`src/rtl/uart_rx_pkg.sv`:
```
// Shared definitions for the UART receive path: FSM state codes, bit-counter
// select codes and the Moore output decode of the receive FSM.
package uart_rx_pkg;

  localparam int K_WIDTH_DEF = 19;

  localparam logic [1:0] IDLE  = 2'b00;
  localparam logic [1:0] START = 2'b01;
  localparam logic [1:0] DATA  = 2'b10;

  localparam logic [1:0] SEL_CLEAR = 2'b00;
  localparam logic [1:0] SEL_HOLD  = 2'b10;
  localparam logic [1:0] SEL_INC   = 2'b11;

  typedef struct packed {
    logic start;
    logic doit;
  } rx_moore_t;

  // Encoding 11 decodes like IDLE so nothing runs while it recovers.
  function automatic rx_moore_t moore_dec(input logic [1:0] st);
    rx_moore_t m;
    m = '{start: 1'b0, doit: 1'b0};
    case (st)
      START:   m = '{start: 1'b1, doit: 1'b1};
      DATA:    m = '{start: 1'b0, doit: 1'b1};
      default: m = '{start: 1'b0, doit: 1'b0};
    endcase
    return m;
  endfunction

endpackage

```
`src/rtl/rx_bit_time_counter.sv`:
```
// Bit-time counter: emits btu once per half bit in START and once per full
// bit in DATA, with the divisor clamped to at least 2.
module rx_bit_time_counter #(
  parameter int K_WIDTH = 19
) (
  input  logic               clk,
  input  logic               rst,
  input  logic               doit,
  input  logic               start,
  input  logic [K_WIDTH-1:0] k,
  output logic               btu
);

  logic [K_WIDTH-1:0] cnt, keff, target;

  assign keff   = (k < K_WIDTH'(2)) ? K_WIDTH'(2) : k;
  assign target = start ? (keff >> 1) : keff;
  // keff >= 2 keeps target >= 1, so target-1 never wraps.
  assign btu    = doit && (cnt == target - K_WIDTH'(1));

  always_ff @(posedge clk) begin
    if (rst || !doit)  cnt <= '0;
    else if (btu)      cnt <= '0;
    else               cnt <= cnt + K_WIDTH'(1);
  end

endmodule

```
`src/rtl/rx_ctrl_fsm.sv`:
```
// UART receive control: RX pin synchronizer, start-bit detect with glitch
// reject, mid-bit strobe timing and bit-counter sequencing.
module rx_ctrl_fsm
  import uart_rx_pkg::*;
#(
  parameter int K_WIDTH     = K_WIDTH_DEF,
  parameter int SYNC_STAGES = 2
) (
  input  logic               clk,
  input  logic               rst,
  input  logic               rx,
  input  logic [K_WIDTH-1:0] k,
  input  logic               done,
  output logic [1:0]         sel,
  output logic               shift_en,
  output logic               rx_s,
  output logic               rx_busy,
  output logic               rx_done
);

  logic [SYNC_STAGES-1:0] sync_pipe;
  logic [1:0]             state, state_nxt;
  rx_moore_t              mo;
  logic                   btu;

  // Flops reset to the idle line level so reset never looks like a start bit.
  always_ff @(posedge clk) begin
    if (rst) sync_pipe <= '1;
    else     sync_pipe <= {sync_pipe[SYNC_STAGES-2:0], rx};
  end

  assign rx_s = sync_pipe[SYNC_STAGES-1];
  assign mo   = moore_dec(state);

  rx_bit_time_counter #(.K_WIDTH(K_WIDTH)) u_btc (
    .clk   (clk),
    .rst   (rst),
    .doit  (mo.doit),
    .start (mo.start),
    .k     (k),
    .btu   (btu)
  );

  always_comb begin
    state_nxt = state;
    case (state)
      IDLE:    if (!rx_s) state_nxt = START;
      START: begin
        if (rx_s)     state_nxt = IDLE;
        else if (btu) state_nxt = DATA;
      end
      DATA:    if (done) state_nxt = IDLE;
      default: state_nxt = IDLE;
    endcase
  end

  always_ff @(posedge clk) begin
    if (rst) state <= IDLE;
    else     state <= state_nxt;
  end

  assign sel      = !mo.doit ? SEL_CLEAR : (btu ? SEL_INC : SEL_HOLD);
  assign shift_en = btu;
  assign rx_busy  = mo.doit;
  assign rx_done  = (state == DATA) && done;

endmodule

```
`config.mk`:
```
export PLATFORM = sky130hd
export DESIGN_NAME = rx_ctrl_fsm
export DESIGN_NICKNAME = d
export VERILOG_FILES = /design/src/rtl/uart_rx_pkg.sv /design/src/rtl/rx_bit_time_counter.sv /design/src/rtl/rx_ctrl_fsm.sv
export SDC_FILE = /design/constraint.sdc
export NUM_CORES = 1
export LEC_CHECK = 0
export ABC_AREA = 1
export CAP_MARGIN = 20
export CORE_ASPECT_RATIO = 1.1
export CORE_UTILIZATION = 60
export DETAILED_ROUTE_END_ITERATION = 6
export PLACE_DENSITY_LB_ADDON = 0.08
export SYNTH_ARGS = -nofsm -noshare
export SYNTH_HDL_FRONTEND = slang
export SYNTH_SLANG_ARGS = --single-unit
```
`constraint.sdc`:
```
create_clock -name clk -period 6.2 [get_ports clk]
set_input_delay 1.24 -clock clk [delete_from_list [all_inputs] [get_ports clk]]
set_output_delay 1.24 -clock clk [all_outputs]
set_load 0.02 [all_outputs]
```
==> impl_metrics.yaml <==
worst_setup_path:
  cp-end-kind: "primary output"
  crit_required_ns: 4.96
  crit_arrival_ns: 4.29
  criticalPathCategory: "primary input to primary output"
  reg2reg_setup_slack_ns: 2.60
  cp-start-kind: "primary input"
  cp_max_fo: 6
place:
  place_congestion: 0.880
  dp.final_hpwl_mm: 4.20
  port_buffers: 28
  dp.cells: 443
  pre_cts_ws_ns: 0.310
logic_synthesis:
  yosys_warnings: 0
  synth_flop_cell: "dfxtp_1"
  synthesis.area_um2: 2380
  synth_seq_cells: 23
  synth_enable_flop_cells: 0
  synth-seq-area-share_pct: 19.3
  synth_cell_types: 38
  syn_area_per_cell_um2: 6.43
  synth_area_leaders: "dfxtp_1 19%, nand2_1 14%, xor2_1 8.8%, inv_1 8.4%, nor2_1 7.6%"
  yosysTopAreaCell: "dfxtp_1"
  synthMostInstantiatedCell: "nand2_1"
  synthTopCellsByCount: "88 x nand2_1, 53 x inv_1, 48 x nor2_1"
  synth_top_area_share_pct: 19.3
  async_flop_share_pct: 0
  synthesis.nets: 399
  synthCells: 370
clock_network:
  cts_tree: "built"
  hold_buffers: 0
  htree_levels: 1
  cts.sinks: 23
  numCtsBuffers: 3
  insertion_delay_ns: 0.27
  clockRootBuffer: "clkbuf_8"
  ctsLongestPathBuffers: 2
  clkSlewWorstSetupHoldPaths_ns: 0.09
die:
  floorplan.initialDensity_pct: 64.1
  fp.dieH_um: 68.1
  die_area_um2: 4220
  io_pins: 29
  fp-row-count: 23
  core_area_um2: 3710
  die_w_um: 62.0
power_and_ir_drop:
  p_total_uw: 429
  power_density_nw_per_um2: 158
  p_leak_nw: 1.16
  irDropWorstVdd_mv: 0.147
timing:
  fin_ws_ns: 0.670
  drv_slew: 0
  worst_slew_pin_slew_ns: 0.610
  fin_skew_ns: 0.0106
  hold_viol_final: 0
  setup_viol: 0
  period_needed_ns: 5.53
  finalCritPeriodShare_pct: 89.2
  rsz0062_at_grt: "no"
  tns_ns: 0
  relSlewSlack_pct: 59.0
  fmax_ghz: 0.181
global_route:
  grt_max_degree: 24
  grt_pass1_wl_mm: 8.06
  use_met1_pct: 35.7
  grt_usage_pct: 25.8
  use_met3_pct: 2.65
  antenna_found_initial: 0
  grt_pass1_vias: 1901
  overflow: 0
  met2_usage_pct: 40.7
  grt.busiest_layer: "met2"
detailed_routing:
  wl_per_cell_um: 11.5
  drt_iter0_markers: 111
  viasPerCell: 5.00
  wl_mm: 5.12
  num_vias: 2236
  drt-pass1-iter-count: 5
  route.detailed.drc: 0
  drtAntennaViolNets: 0
layout:
  drive_gt1_share_pct: 12.8
  fillers: 323
  multiInputGateArea_um2: 1650
  syn_to_final_growth_pct: 14.0
  n_antenna_cell: 0
  layout.nets: 427
  final_cell_count_no_fill: 447
  area.sequential_um2: 460
  fin_util_pct: 73.1
flow_run:
  max_cap_viol_count: 0
worst_hold_path:
  hold_path_class: "flop to flop"
run_status:
  status: "finished clean"
[cell type report]
type                    instances  area share, %
multi-input cells             287           60.7
flip-flops and latches         23           17.0
repair buffers                 29           10.8
inverters                      54           7.47
well taps                      50           2.31
clock buffers                   3           1.52
clock inverters                 1          0.185
[layer usage]
layer | up-vias | share of wire [%]
met1 | 964 | 50
met3 | 11 | 3.4
met4 | 0 | 2.5
li1 | 1221 | -
met5 | - | 0
met2 | 40 | 44
[through the flow]
stage | cell area [um^2] | hold slack, ns
floorplan | 2380 | 0.389
global placement | 2660 | 0.391
detailed placement | 2660 | 0.403
CTS | 2710 | 0.425
global route | 2710 | 0.451
finish | 2710 | 0.420
[what timing repair did]
action,CTS,global route
setup buffers,0,0
resized for setup,0,2
setup endpoints to repair,0,2
hold endpoints to repair,0,0
[report_power, final]
part	internal [mW]	switching, mW
Sequential	0.150	0.00203
Clock	0.0450	0.0504
Combinational	0.0671	0.115
Total	0.262	0.167
[critical path, stage by stage]
cell             delay [ns]
clkdlybuf4s50_1        0.45
nor2_1                 0.12
nand3_1                0.09
nor2_1                 0.14
nand2_1                0.10
nand2_1                0.11
nand2_1                0.13
inv_1                  0.14
ha_1                   0.21
nand2_1                0.07
nor2_2                 0.13
nand2_2                0.12
nor2_4                 0.17
nand2_1                0.09
xor2_1                 0.17
nor3b_1                0.20
nand3_1                0.15
nor2_1                 0.20
dlymetal6s2s_1         0.26
[cells by family after synthesis]
kind of cell / Yosys count / synth area share [%]
compound gates: 30 / 7.78
buf+inv: 60 / 11.4
simple gates: 222 / 47.3
fa+ha+maj: 6 / 3.15
flops: 23 / 19.3
xor+xnor: 29 / 11.0
[layout by cell type (no fill, tap or decap), drive strengths merged, types with 2 or more instances in the layout]
cell type and instances:
o21ai 20, nand2 96, nor3b 4, nand3 28
ha 6, nand3b 4, inv 54, dlymetal6s2s 2
a21oi 7, nand4 9, xnor2 4, nor3 5
clkbuf 3, nor4 3, clkdlybuf4s50 26, nor2 66
or2 5, xor2 25, dfxtp 23
[registers in the layout, summed over array words and instances (netlist names)]
register and count:
state 2, sync_pipe 2, u_btc.cnt 19
[final timing paths]
| kind | cells after the start | to | startpoint |
|---|---|---|---|
| max | 19 | sel[0] | k[14] |
| min | 1 | sync_pipe[1] | sync_pipe[0] |
| max reg2reg | 22 | u_btc.cnt[11] | state[1] |
| min reg2reg | 1 | sync_pipe[1] | sync_pipe[0] |
Power figures use the tool's default switching activity.
